===== src/rtl/muldiv_pkg.sv =====
`default_nettype none
// ============================================================================
// Module   : muldiv_pkg
// Purpose  : Shared types and decode constants for the multiply/divide unit.
//            Provides the RISC-V funct3 operation encoding, FSM state type
//            and per-operation lookup masks (operand signedness, result
//            selection).
// Revision : 1.0  initial release
// ============================================================================
package muldiv_pkg;

    // RISC-V M-extension funct3 codes
    typedef enum logic [2:0] {
        OP_MUL    = 3'b000,
        OP_MULH   = 3'b001,
        OP_MULHSU = 3'b010,
        OP_MULHU  = 3'b011,
        OP_DIV    = 3'b100,
        OP_DIVU   = 3'b101,
        OP_REM    = 3'b110,
        OP_REMU   = 3'b111
    } muldiv_op_e;

    typedef enum logic [1:0] {
        S_IDLE = 2'd0,
        S_CALC = 2'd1,
        S_DONE = 2'd2
    } muldiv_state_e;

    // Lookup masks indexed by funct3 (bit i describes op code i).
    // rs1 treated as signed: MUL, MULH, MULHSU, DIV, REM.
    // MUL's low half is sign-agnostic; treating it as signed*signed is exact.
    localparam logic [7:0] c_MASK_A_SIGNED = 8'b0101_0111;
    // rs2 treated as signed: MUL, MULH, DIV, REM.
    localparam logic [7:0] c_MASK_B_SIGNED = 8'b0101_0011;
    // Multiply ops returning the upper half of the product: MULH/MULHSU/MULHU.
    localparam logic [7:0] c_MASK_SEL_HI   = 8'b0000_1110;
    // Divide ops returning the remainder rather than the quotient: REM/REMU.
    localparam logic [7:0] c_MASK_SEL_REM  = 8'b1100_0000;

endpackage : muldiv_pkg
`default_nettype wire


===== src/rtl/restoring_div_step.sv =====
`default_nettype none
// ============================================================================
// Module   : restoring_div_step
// Purpose  : One combinational restoring-division iteration. The dividend
//            is held in the quotient register and shifted out MSB-first into
//            the partial remainder while quotient bits shift in at the LSB.
// Ports    : i_rem  partial remainder (always < divisor)
//            i_quo  quotient / remaining dividend bits
//            i_div  divisor magnitude
//            o_rem  next partial remainder
//            o_quo  next quotient / remaining dividend bits
// Revision : 1.0  initial release
// ============================================================================
module restoring_div_step #(
    parameter int N = 32
) (
    input  logic [N-1:0] i_rem,
    input  logic [N-1:0] i_quo,
    input  logic [N-1:0] i_div,
    output logic [N-1:0] o_rem,
    output logic [N-1:0] o_quo
);

    // Shifted remainder needs one extra bit: i_rem < i_div <= 2^N-1.
    logic [N:0] w_shift;
    logic       w_fits;

    always_comb begin
        w_shift = {i_rem, i_quo[N-1]};
        w_fits  = (w_shift >= {1'b0, i_div});
        // When the trial subtraction succeeds the true difference is below
        // the divisor, so the low N bits of the wrapped difference are exact.
        o_rem   = w_fits ? (w_shift[N-1:0] - i_div) : w_shift[N-1:0];
        o_quo   = {i_quo[N-2:0], w_fits};
    end

endmodule : restoring_div_step
`default_nettype wire


===== src/rtl/muldiv_unit.sv =====
`default_nettype none
// ============================================================================
// Module   : muldiv_unit
// Purpose  : Multi-cycle RISC-V M-extension multiply/divide unit. A radix-2
//            shift-add multiplier and restoring divider share one pair of
//            N-bit working registers and run one iteration per clock on
//            operand magnitudes; signs are re-applied when the result is
//            registered.
// Ports    : clk, rst         clock, asynchronous active-high reset
//            flush            abandon current operation / discard result
//            in_valid/in_ready, op, a, b     request handshake and operands
//            out_valid/out_ready, result     response handshake and result
//            busy             unit is not idle
// Revision : 1.0  initial release
// ============================================================================
module muldiv_unit
    import muldiv_pkg::*;
#(
    parameter int N = 32
) (
    input  logic         clk,
    input  logic         rst,
    input  logic         flush,
    input  logic         in_valid,
    output logic         in_ready,
    input  logic [2:0]   op,
    input  logic [N-1:0] a,
    input  logic [N-1:0] b,
    output logic         out_valid,
    input  logic         out_ready,
    output logic [N-1:0] result,
    output logic         busy
);

    localparam int              CW        = $clog2(N) + 1;
    localparam logic [N-1:0]    c_INT_MIN = {1'b1, {(N-1){1'b0}}};

    // ------------------------------------------------------------------
    // State and datapath registers
    // ------------------------------------------------------------------
    muldiv_state_e  r_state;
    muldiv_state_e  w_state_next;
    logic [2:0]     r_op;
    logic           r_neg_res;   // negate product / quotient
    logic           r_neg_rem;   // negate remainder (dividend was negative)
    logic [CW-1:0]  r_cnt;
    logic [N-1:0]   r_hi;        // product high half / partial remainder
    logic [N-1:0]   r_lo;        // multiplier / dividend->quotient / special result
    logic [N-1:0]   r_bmag;      // multiplicand / divisor magnitude
    logic [N-1:0]   r_result;
    logic           r_out_valid;

    // Control strobes from the output decode
    logic           w_accept;
    logic           w_iter;
    logic           w_load_result;
    logic           w_drain;

    // ------------------------------------------------------------------
    // Operand decode at accept
    // ------------------------------------------------------------------
    logic           w_a_neg;
    logic           w_b_neg;
    logic [N-1:0]   w_a_mag;
    logic [N-1:0]   w_b_mag;
    logic           w_div_zero;
    logic           w_div_ovf;
    logic           w_special;
    logic [N-1:0]   w_special_val;

    always_comb begin
        w_a_neg    = c_MASK_A_SIGNED[op] & a[N-1];
        w_b_neg    = c_MASK_B_SIGNED[op] & b[N-1];
        w_a_mag    = w_a_neg ? (~a + 1'b1) : a;
        w_b_mag    = w_b_neg ? (~b + 1'b1) : b;
        w_div_zero = op[2] && (b == '0);
        w_div_ovf  = ((op == OP_DIV) || (op == OP_REM)) && (a == c_INT_MIN) && (&b);
        w_special  = w_div_zero || w_div_ovf;
        // op[1] distinguishes REM/REMU from DIV/DIVU
        if (w_div_zero) begin
            w_special_val = op[1] ? a : '1;
        end else begin
            w_special_val = op[1] ? '0 : a;
        end
    end

    // ------------------------------------------------------------------
    // Iteration datapath
    // ------------------------------------------------------------------
    logic [N:0]     w_mul_sum;
    logic [N-1:0]   w_div_rem;
    logic [N-1:0]   w_div_quo;

    // Carry of the partial-product add is kept and shifted into r_hi.
    assign w_mul_sum = {1'b0, r_hi} + (r_lo[0] ? {1'b0, r_bmag} : {(N+1){1'b0}});

    restoring_div_step #(
        .N (N)
    ) u_div_step (
        .i_rem (r_hi),
        .i_quo (r_lo),
        .i_div (r_bmag),
        .o_rem (w_div_rem),
        .o_quo (w_div_quo)
    );

    // ------------------------------------------------------------------
    // Sign fixup and result selection
    // ------------------------------------------------------------------
    logic [2*N-1:0] w_prod_fx;
    logic [N-1:0]   w_quo_fx;
    logic [N-1:0]   w_rem_fx;
    logic [N-1:0]   w_result_next;

    always_comb begin
        w_prod_fx = r_neg_res ? (~{r_hi, r_lo} + 1'b1) : {r_hi, r_lo};
        w_quo_fx  = r_neg_res ? (~r_lo + 1'b1) : r_lo;
        w_rem_fx  = r_neg_rem ? (~r_hi + 1'b1) : r_hi;
        if (r_state == S_DONE) begin
            // Special-case result was parked in r_lo at accept
            w_result_next = r_lo;
        end else if (r_op[2]) begin
            w_result_next = c_MASK_SEL_REM[r_op] ? w_rem_fx : w_quo_fx;
        end else begin
            w_result_next = c_MASK_SEL_HI[r_op] ? w_prod_fx[2*N-1:N] : w_prod_fx[N-1:0];
        end
    end

    // ------------------------------------------------------------------
    // FSM: state register
    // ------------------------------------------------------------------
    always_ff @(posedge clk or posedge rst) begin
        if (rst) begin
            r_state <= S_IDLE;
        end else begin
            r_state <= w_state_next;
        end
    end

    // ------------------------------------------------------------------
    // FSM: next-state logic
    // ------------------------------------------------------------------
    always_comb begin
        w_state_next = r_state;
        case (r_state)
            S_IDLE: begin
                // Special cases skip the iterations; out_valid rises on the
                // first DONE cycle so the result appears one edge later.
                if (w_accept) w_state_next = w_special ? S_DONE : S_CALC;
            end
            S_CALC: begin
                if (r_cnt == '0) w_state_next = S_DONE;
            end
            S_DONE: begin
                if (w_drain) w_state_next = S_IDLE;
            end
            default: w_state_next = S_IDLE;
        endcase
        if (flush) w_state_next = S_IDLE;
    end

    // ------------------------------------------------------------------
    // FSM: output / strobe decode
    // ------------------------------------------------------------------
    always_comb begin
        in_ready      = (r_state == S_IDLE) && !flush;
        busy          = (r_state != S_IDLE);
        w_accept      = in_valid && in_ready;
        w_iter        = (r_state == S_CALC) && (r_cnt != '0);
        w_load_result = !flush &&
                        (((r_state == S_CALC) && (r_cnt == '0)) ||
                         ((r_state == S_DONE) && !r_out_valid));
        w_drain       = (r_state == S_DONE) && r_out_valid && out_ready;
    end

    // ------------------------------------------------------------------
    // Datapath registers
    // ------------------------------------------------------------------
    always_ff @(posedge clk or posedge rst) begin
        if (rst) begin
            r_op      <= '0;
            r_neg_res <= 1'b0;
            r_neg_rem <= 1'b0;
            r_cnt     <= '0;
            r_hi      <= '0;
            r_lo      <= '0;
            r_bmag    <= '0;
        end else if (w_accept) begin
            r_op      <= op;
            r_neg_res <= w_a_neg ^ w_b_neg;
            r_neg_rem <= w_a_neg;
            r_cnt     <= CW'(N);
            r_hi      <= '0;
            r_lo      <= w_special ? w_special_val : w_a_mag;
            r_bmag    <= w_b_mag;
        end else if (w_iter) begin
            r_cnt <= r_cnt - 1'b1;
            if (r_op[2]) begin
                r_hi <= w_div_rem;
                r_lo <= w_div_quo;
            end else begin
                r_hi <= w_mul_sum[N:1];
                r_lo <= {w_mul_sum[0], r_lo[N-1:1]};
            end
        end
    end

    always_ff @(posedge clk or posedge rst) begin
        if (rst) begin
            r_result    <= '0;
            r_out_valid <= 1'b0;
        end else begin
            if (w_load_result) r_result <= w_result_next;
            if (flush) begin
                r_out_valid <= 1'b0;
            end else if (w_load_result) begin
                r_out_valid <= 1'b1;
            end else if (w_drain) begin
                r_out_valid <= 1'b0;
            end
        end
    end

    assign result    = r_result;
    assign out_valid = r_out_valid;

endmodule : muldiv_unit
`default_nettype wire


===== config.mk =====
export PLATFORM = sky130hd
export DESIGN_NAME = muldiv_unit
export DESIGN_NICKNAME = d
export VERILOG_FILES = /design/src/rtl/muldiv_pkg.sv /design/src/rtl/restoring_div_step.sv /design/src/rtl/muldiv_unit.sv
export SDC_FILE = /design/constraint.sdc
export NUM_CORES = 1
export LEC_CHECK = 0
export CORE_MARGIN = 2
export CORE_UTILIZATION = 56
export DETAILED_ROUTE_END_ITERATION = 16
export PLACE_DENSITY = 0.77
export SLEW_MARGIN = 20
export SYNTH_ARGS = -nofsm -noshare
export SYNTH_HDL_FRONTEND = slang
export SYNTH_SLANG_ARGS = --single-unit

===== constraint.sdc =====
create_clock -name clk -period 5.5 [get_ports clk]
set_input_delay 1.1 -clock clk [delete_from_list [all_inputs] [get_ports clk]]
set_output_delay 1.1 -clock clk [all_outputs]
set_load 0.01 [all_outputs]

==> flow_metrics.py, run 1 <==
metrics = {
    "synthesis": {
        "yosys_warnings": 0,
        "ys_seq_area_share_pct": 24.1,
        "synthArstFlopShare_pct": 100,
        "synth_nets": 2121,
        "synth_flop_cell": "dfrtp_1",
        "synthDistinctLibCells": 86,
        "ys_ff_latch": 142,
        "post_synth.cell_area_avg_um2": 7.45,
        "synthCells": 1976,
        "syn_area_mm2": 0.0147,
        "synth_edf_count": 0,
    },
    "global_routing": {
        "grt_pass1_wl_mm": 81.7,
        "gr-total-overflow": 0,
        "grt_max_degree": 81,
        "antenna_found_initial": 0,
        "grt_usage_pct": 36.8,
        "grt_pass1_vias": 14900,
    },
    "layout": {
        "nets": 2129,
        "antenna_cells": 0,
        "layout_common_cells": "nand2_1, o21ai_0, nor2_1",
        "final_common_cell": "nand2_1",
        "final_cells": 2332,
        "syn2layout_area_growth_pct": 12.1,
        "utilization_pct": 63.7,
        "drive_above_1_share_pct": 5.16,
        "fillers": 2347,
    },
    "placed_design": {
        "dp_slack_ns": 0.860,
        "dp_hpwl_mm": 37.9,
        "io_buffers": 106,
        "globalplace.congestion": 0.982,
        "dp.cells": 2300,
    },
    "detailed_routing": {
        "wl_met1_mm": 21.8,
        "wl_met3_mm": 5.94,
        "drtPass1Iterations": 6,
        "vias": 15800,
        "vias_per_cell": 6.78,
        "final_antenna_net_count": 0,
        "drc": 0,
        "first_iter_violations": 1959,
        "drt-total-wl_mm": 51.7,
        "routed-wl-met2_mm": 22.1,
        "routed.top_layer": "met4",
        "routedWlPerCell_um": 22.2,
    },
    "setup_path": {
        "worst-setup-path-type": "flip-flop to flip-flop",
        "end_kind": "flip-flop",
        "critPathSlowestCell": "inv_1",
        "crit_chain": "inv_1 > nor2_1 > ha_1 > o21ai_0 > o21ai_0 > nor3b_1 > nor2_1 > o21ai_0 > o31ai_1 > o41ai_1 > o31ai_1",
        "startpoint_type": "flip-flop",
        "cp.required_ns": 5.80,
        "cp.arrival_ns": 4.71,
        "reg2reg_from": "r_lo[0]$_DFFE_PP0P_",
        "reg2reg_depth": 11,
        "r2r_setup_slack_ns": 1.09,
        "worst-path-max-fanout": 20,
        "cpPeakStageDelay_ns": 0.69,
        "timing.rr.end": "r_hi[30]$_DFFE_PP0P_",
        "crit_path_frequent_cell": "o21ai_0",
        "cp-startpoint": "r_lo[0]$_DFFE_PP0P_",
    },
    "cts": {
        "ctsHoldBuffers": 0,
        "cts.sinks": 142,
        "clk_pin_slew_ns": 0.07,
        "htree_levels": 4,
        "clk_latency_ns": 0.44,
        "cts_tree": "done",
        "cts_buffers": 17,
        "postCtsSetupRepairBufs": 0,
        "ctsResizeCount": 0,
        "clockBufferDepth": 2,
        "root_buffer": "clkbuf_16",
    },
    "sta": {
        "post-route-period-util_pct": 80.1,
        "tns_ns": 0,
        "holdWs_ns": 0.476,
        "setup_ws_ns": 1.09,
        "fmax_ghz": 0.227,
        "finalSetupViolations": 0,
        "slew_headroom_pct": 25.2,
        "worstMarginPinSlew_ns": 1.12,
        "rsz0062_at_grt": "false",
        "hold_viol": 0,
        "fin_skew_ns": 0.0144,
        "slew_violations": 0,
        "min_period_ns": 4.41,
    },
    "die": {
        "die_w_um": 166,
        "num_rows": 59,
        "die_h_um": 166,
        "initial_core_util_pct": 56.8,
        "core_area_mm2": 0.0259,
        "die_area_mm2": 0.0276,
        "num_io_pins": 107,
    },
    "hold_path": {
        "hold_class": "flip-flop to flip-flop",
        "hold_depth": 2,
        "min_to": "result[7]$_DFFE_PP0P_",
        "worstHoldStart": "result[7]$_DFFE_PP0P_",
    },
    "power_and_ir_drop": {
        "power_density_mw_per_mm2": 577,
        "p_leak_nw": 6.74,
        "ir_worst_vdd_mv": 0.297,
    },
    "run_status": {
        "status": "finished, final reports clean",
    },
    "flow_run": {
        "maxCapViolCount": 0,
    },
}
==> registers in the layout, indices dropped and copies added (netlist names), 2 cells and up <==
signal and count:
result 32, r_op 3, r_lo 32, r_hi 32
r_bmag 32, r_state 2, r_cnt 6
==> power by group <==
part	internal (mW)	leakage (nW)	switching, mW
combinational	2.44	4.67	3.49
sequential	1.46	1.77	0.890
clock	0.658	0.301	0.582
==> critical path: cells and delay by family (launching register included) <==
kind,cells,cell delay [ns]
compound gates,6,2.06
buf+inv,1,0.69
simple gates,3,0.57
flops,1,0.55
fa+ha+maj,1,0.39
==> synthesized netlist by cell type (15+ instances only) <==
cell type	number	area, um2
o211ai_1	15	113
or4_1	17	128
a31oi_1	15	93.8
nand4_1	27	169
clkbuf_1	128	480
nor4_1	31	194
inv_1	62	233
o221ai_1	36	315
nand2_1	213	800
a21o_1	37	278
mux2i_1	51	510
nor2_1	173	649
nor3_1	56	280
xor2_1	73	639
a21oi_1	150	751
o21ai_0	204	1020
dfrtp_1	142	3550
o21a_1	18	135
a211oi_1	28	210
xnor2_1	86	753
o31ai_1	28	210
or3_1	27	169
nand3_1	47	235
ha_1	71	888
==> cell families after synthesis <==
group / Yosys count / synth area share (%)
DFF: 142 / 24.1
xor gates and xnor gates: 159 / 9.46
adders and majority gates: 73 / 6.31
AOI/OAI and AO/OA: 647 / 27.7
muxes: 56 / 3.85
and+or+nand+nor: 689 / 22.9
buffers and inverters: 210 / 5.59
==> routing by layer <==
layer  track usage [%]  up-vias
met5                 0        -
li1                  -     7252
met4              13.4        0
met1              52.9     7435
met2              54.9      989
met3              7.10      143
==> worst max path at each step <==
stage	endpoint	slack, ns	cells past startpoint
after floorplan	out_valid$_DFFE_PP0P_	0.59	1
final	r_hi[30]$_DFFE_PP0P_	1.09	11
after global routing	r_lo[23]$_DFFE_PP0P_	0.90	13
after detailed placement	r_lo[7]$_DFFE_PP0P_	0.86	13
after CTS	r_lo[23]$_DFFE_PP0P_	1.24	13
after global placement	r_lo[8]$_DFFE_PP0P_	0.90	13
==> layout make-up <==
class / instances / area, um2 / share of cell area, %
clock inverters: 15 / 188 / 1.14
inverters: 64 / 245 / 1.49
flip-flops and latches: 142 / 3550 / 21.5
repair buffers: 135 / 1290 / 7.83
multi-input cells: 1624 / 10400 / 62.9
clock buffers: 17 / 425 / 2.58
well taps: 335 / 419 / 2.54
==> stage by stage <==
| stage | area, um2 | total power [mW] |
|---|---|---|
| floorplan | 14700 | 6.25 |
| global placement | 15900 | 7.94 |
| detailed placement | 15900 | 8.03 |
| CTS | 16500 | 9.30 |
| global route | 16500 | 10.1 |
| finish | 16500 | 9.52 |
Power figures use the tool's default switching activity.
==> inputs of run 2 (changes only) <==
--- a/config.mk
+++ b/config.mk
@@ -6,9 +6,9 @@
 export NUM_CORES = 1
 export LEC_CHECK = 0
 export CORE_MARGIN = 2
-export CORE_UTILIZATION = 56
+export CORE_UTILIZATION = 55
 export DETAILED_ROUTE_END_ITERATION = 16
-export PLACE_DENSITY = 0.77
+export PLACE_DENSITY = 0.78
 export SLEW_MARGIN = 20
 export SYNTH_ARGS = -nofsm -noshare
 export SYNTH_HDL_FRONTEND = slang
==> constraint.sdc (replaced) <==
create_clock -name clk -period 3.7 [get_ports clk]
set_input_delay 0.74 -clock clk [delete_from_list [all_inputs] [get_ports clk]]
set_output_delay 0.74 -clock clk [all_outputs]
set_load 0.01 [all_outputs]
==> flow_metrics.py, run 2 (synthesis gave the netlist of run 1 again) <==
metrics = {
    "run_status": {
        "status": "finished, final reports clean",
    },
    "setup_path": {
        "critPathTopFamily": "compound AO/OA/AOI/OAI gates",
        "cp.buffers_inverters": 3,
        "worst-setup-path-type": "flip-flop to flip-flop",
        "cpPeakStageDelay_ns": 0.45,
        "critPathSlowestCell": "dfrtp_1",
        "worst-path-max-fanout": 5,
        "cp.required_ns": 4.00,
        "startpoint_type": "flip-flop",
        "end_kind": "flip-flop",
        "crit_chain": "buf_4 > and2_1 > ha_1 > inv_1 > fa_1 > nor2b_1 > o31ai_1 > a21oi_2 > a41oi_1 > buf_4 > o2111ai_1 > nand2_1 > o21ai_0 > xnor2_1 > o21ai_0",
        "cp.arrival_ns": 3.89,
    },
    "layout": {
        "final_area_mm2": 0.0176,
        "antenna_cells": 0,
        "utilization_pct": 67.4,
        "final_common_cell": "nand2_1",
        "syn2layout_area_growth_pct": 19.7,
        "drive_above_1_share_pct": 11.5,
        "nets": 2268,
        "layout_common_cells": "nand2_1, o21ai_0, nor2_1",
    },
    "detailed_routing": {
        "drt-total-wl_mm": 53.5,
        "final_antenna_net_count": 0,
        "drtPass1Iterations": 6,
        "routedWlPerCell_um": 21.7,
        "vias": 16300,
        "first_iter_violations": 2182,
        "drc": 0,
        "vias_per_cell": 6.61,
    },
    "sta": {
        "fin_skew_ns": 0.0161,
        "hold_viol": 0,
        "finalSetupViolations": 0,
        "min_period_ns": 3.59,
        "fmax_ghz": 0.279,
        "tns_ns": 0,
        "slew_violations": 0,
        "holdWs_ns": 0.477,
        "slew_headroom_pct": 29.2,
        "post-route-period-util_pct": 97.0,
        "worstMarginPinSlew_ns": 1.06,
    },
    "global_routing": {
        "gr-total-overflow": 0,
        "grt_pass1_wl_mm": 85.0,
        "grt_pass1_vias": 15600,
        "grt_usage_pct": 37.9,
        "grt_max_degree": 82,
        "antenna_found_initial": 0,
    },
    "die": {
        "die_area_mm2": 0.0281,
        "core_area_mm2": 0.0261,
        "num_io_pins": 107,
        "die_w_um": 168,
        "die_h_um": 168,
        "initial_core_util_pct": 56.3,
        "num_rows": 59,
    },
    "cts": {
        "cts_buffers": 17,
        "clockBufferDepth": 2,
        "clk_latency_ns": 0.43,
        "htree_levels": 4,
        "root_buffer": "clkbuf_16",
        "cts.sinks": 142,
        "clk_pin_slew_ns": 0.08,
        "postCtsSetupRepairBufs": 0,
        "cts_tree": "done",
    },
    "power_and_ir_drop": {
        "ir_worst_vdd_mv": 0.454,
        "power_density_mw_per_mm2": 842,
        "p_leak_nw": 7.42,
    },
    "flow_run": {
        "maxCapViolCount": 0,
    },
    "hold_path": {
        "hold_class": "flip-flop to flip-flop",
    },
    "placed_design": {
        "globalplace.congestion": 1.00,
        "placed_area_mm2": 0.0170,
        "dp_hpwl_mm": 40.8,
        "io_buffers": 106,
    },
}
-- run 2: cell count changes in the layout (fill, tap and decap cells not counted), sizes merged --
| cell | previous run | this run |
|---|---|---|
| inv | 73 | 70 |
| clkinvlp | 0 | 5 |
| clkbuf | 17 | 18 |
| buf | 29 | 168 |
| clkinv | 5 | 2 |
-- run 2: final timing paths --
kind	start	to	slack, ns	cells after the start
worst max-delay path	r_lo[0]$_DFFE_PP0P_	r_hi[29]$_DFFE_PP0P_	0.11	15
worst min-delay path	result[2]$_DFFE_PP0P_	result[2]$_DFFE_PP0P_	0.48	2
worst max register to register	r_lo[0]$_DFFE_PP0P_	r_hi[29]$_DFFE_PP0P_	0.11	15
worst min register to register	result[2]$_DFFE_PP0P_	result[2]$_DFFE_PP0P_	0.48	2
max in group asynchronous	rst	result[24]$_DFFE_PP0P_	2.11	4
min in group asynchronous	rst	r_hi[11]$_DFFE_PP0P_	0.75	2
-- run 2: metal layers --
metal	GRT usage (%)	share of wire, %	vias to the layer above
met2	55.9	42	956
met1	53.6	43	7636
met5	0	0	-
li1	-	-	7548
met3	7.26	11	185
met4	17.7	4.5	0
-- run 2: per-stage QoR --
step                instances  worst slack (ns)  power [mW]
detailed placement       2439            -0.136        12.6
CTS                      2471             0.122        14.5
finish                   2471             0.110        14.8
floorplan                1976             0.281        9.29
global placement         2439            -0.121        12.5
global route             2471          -0.00423        15.7
-- run 2: worst reg2reg max path, stage by stage, from the launching register on --
cell       delay (ns)
dfrtp_1          0.45
buf_4            0.20
and2_1           0.15
ha_1             0.24
inv_1            0.08
fa_1             0.41
nor2b_1          0.18
o31ai_1          0.12
a21oi_2          0.23
a41oi_1          0.23
buf_4            0.21
o2111ai_1        0.20
nand2_1          0.21
o21ai_0          0.30
xnor2_1          0.16
o21ai_0          0.09
-- run 2: cell type report --
type | instances | area (um2)
clock buffers | 18 | 439
clock inverters | 14 | 149
fillers | 2284 | 8520
inverters | 64 | 244
multi-input cells | 1624 | 10400
flip-flops and latches | 142 | 3550
well taps | 335 | 419
repair buffers | 274 | 2420
-- run 2: report_power, final --
part	total, mW	switching, mW	internal, mW
Combinational	10.1	5.94	4.15
Clock	1.79	0.821	0.973
Sequential	2.95	0.773	2.18
Total	14.8	7.54	7.30
-- run 2: repair_timing --
item,CTS,global route
gates resized for setup,0,7
hold buffers,0,0
setup endpoints to repair,0,5
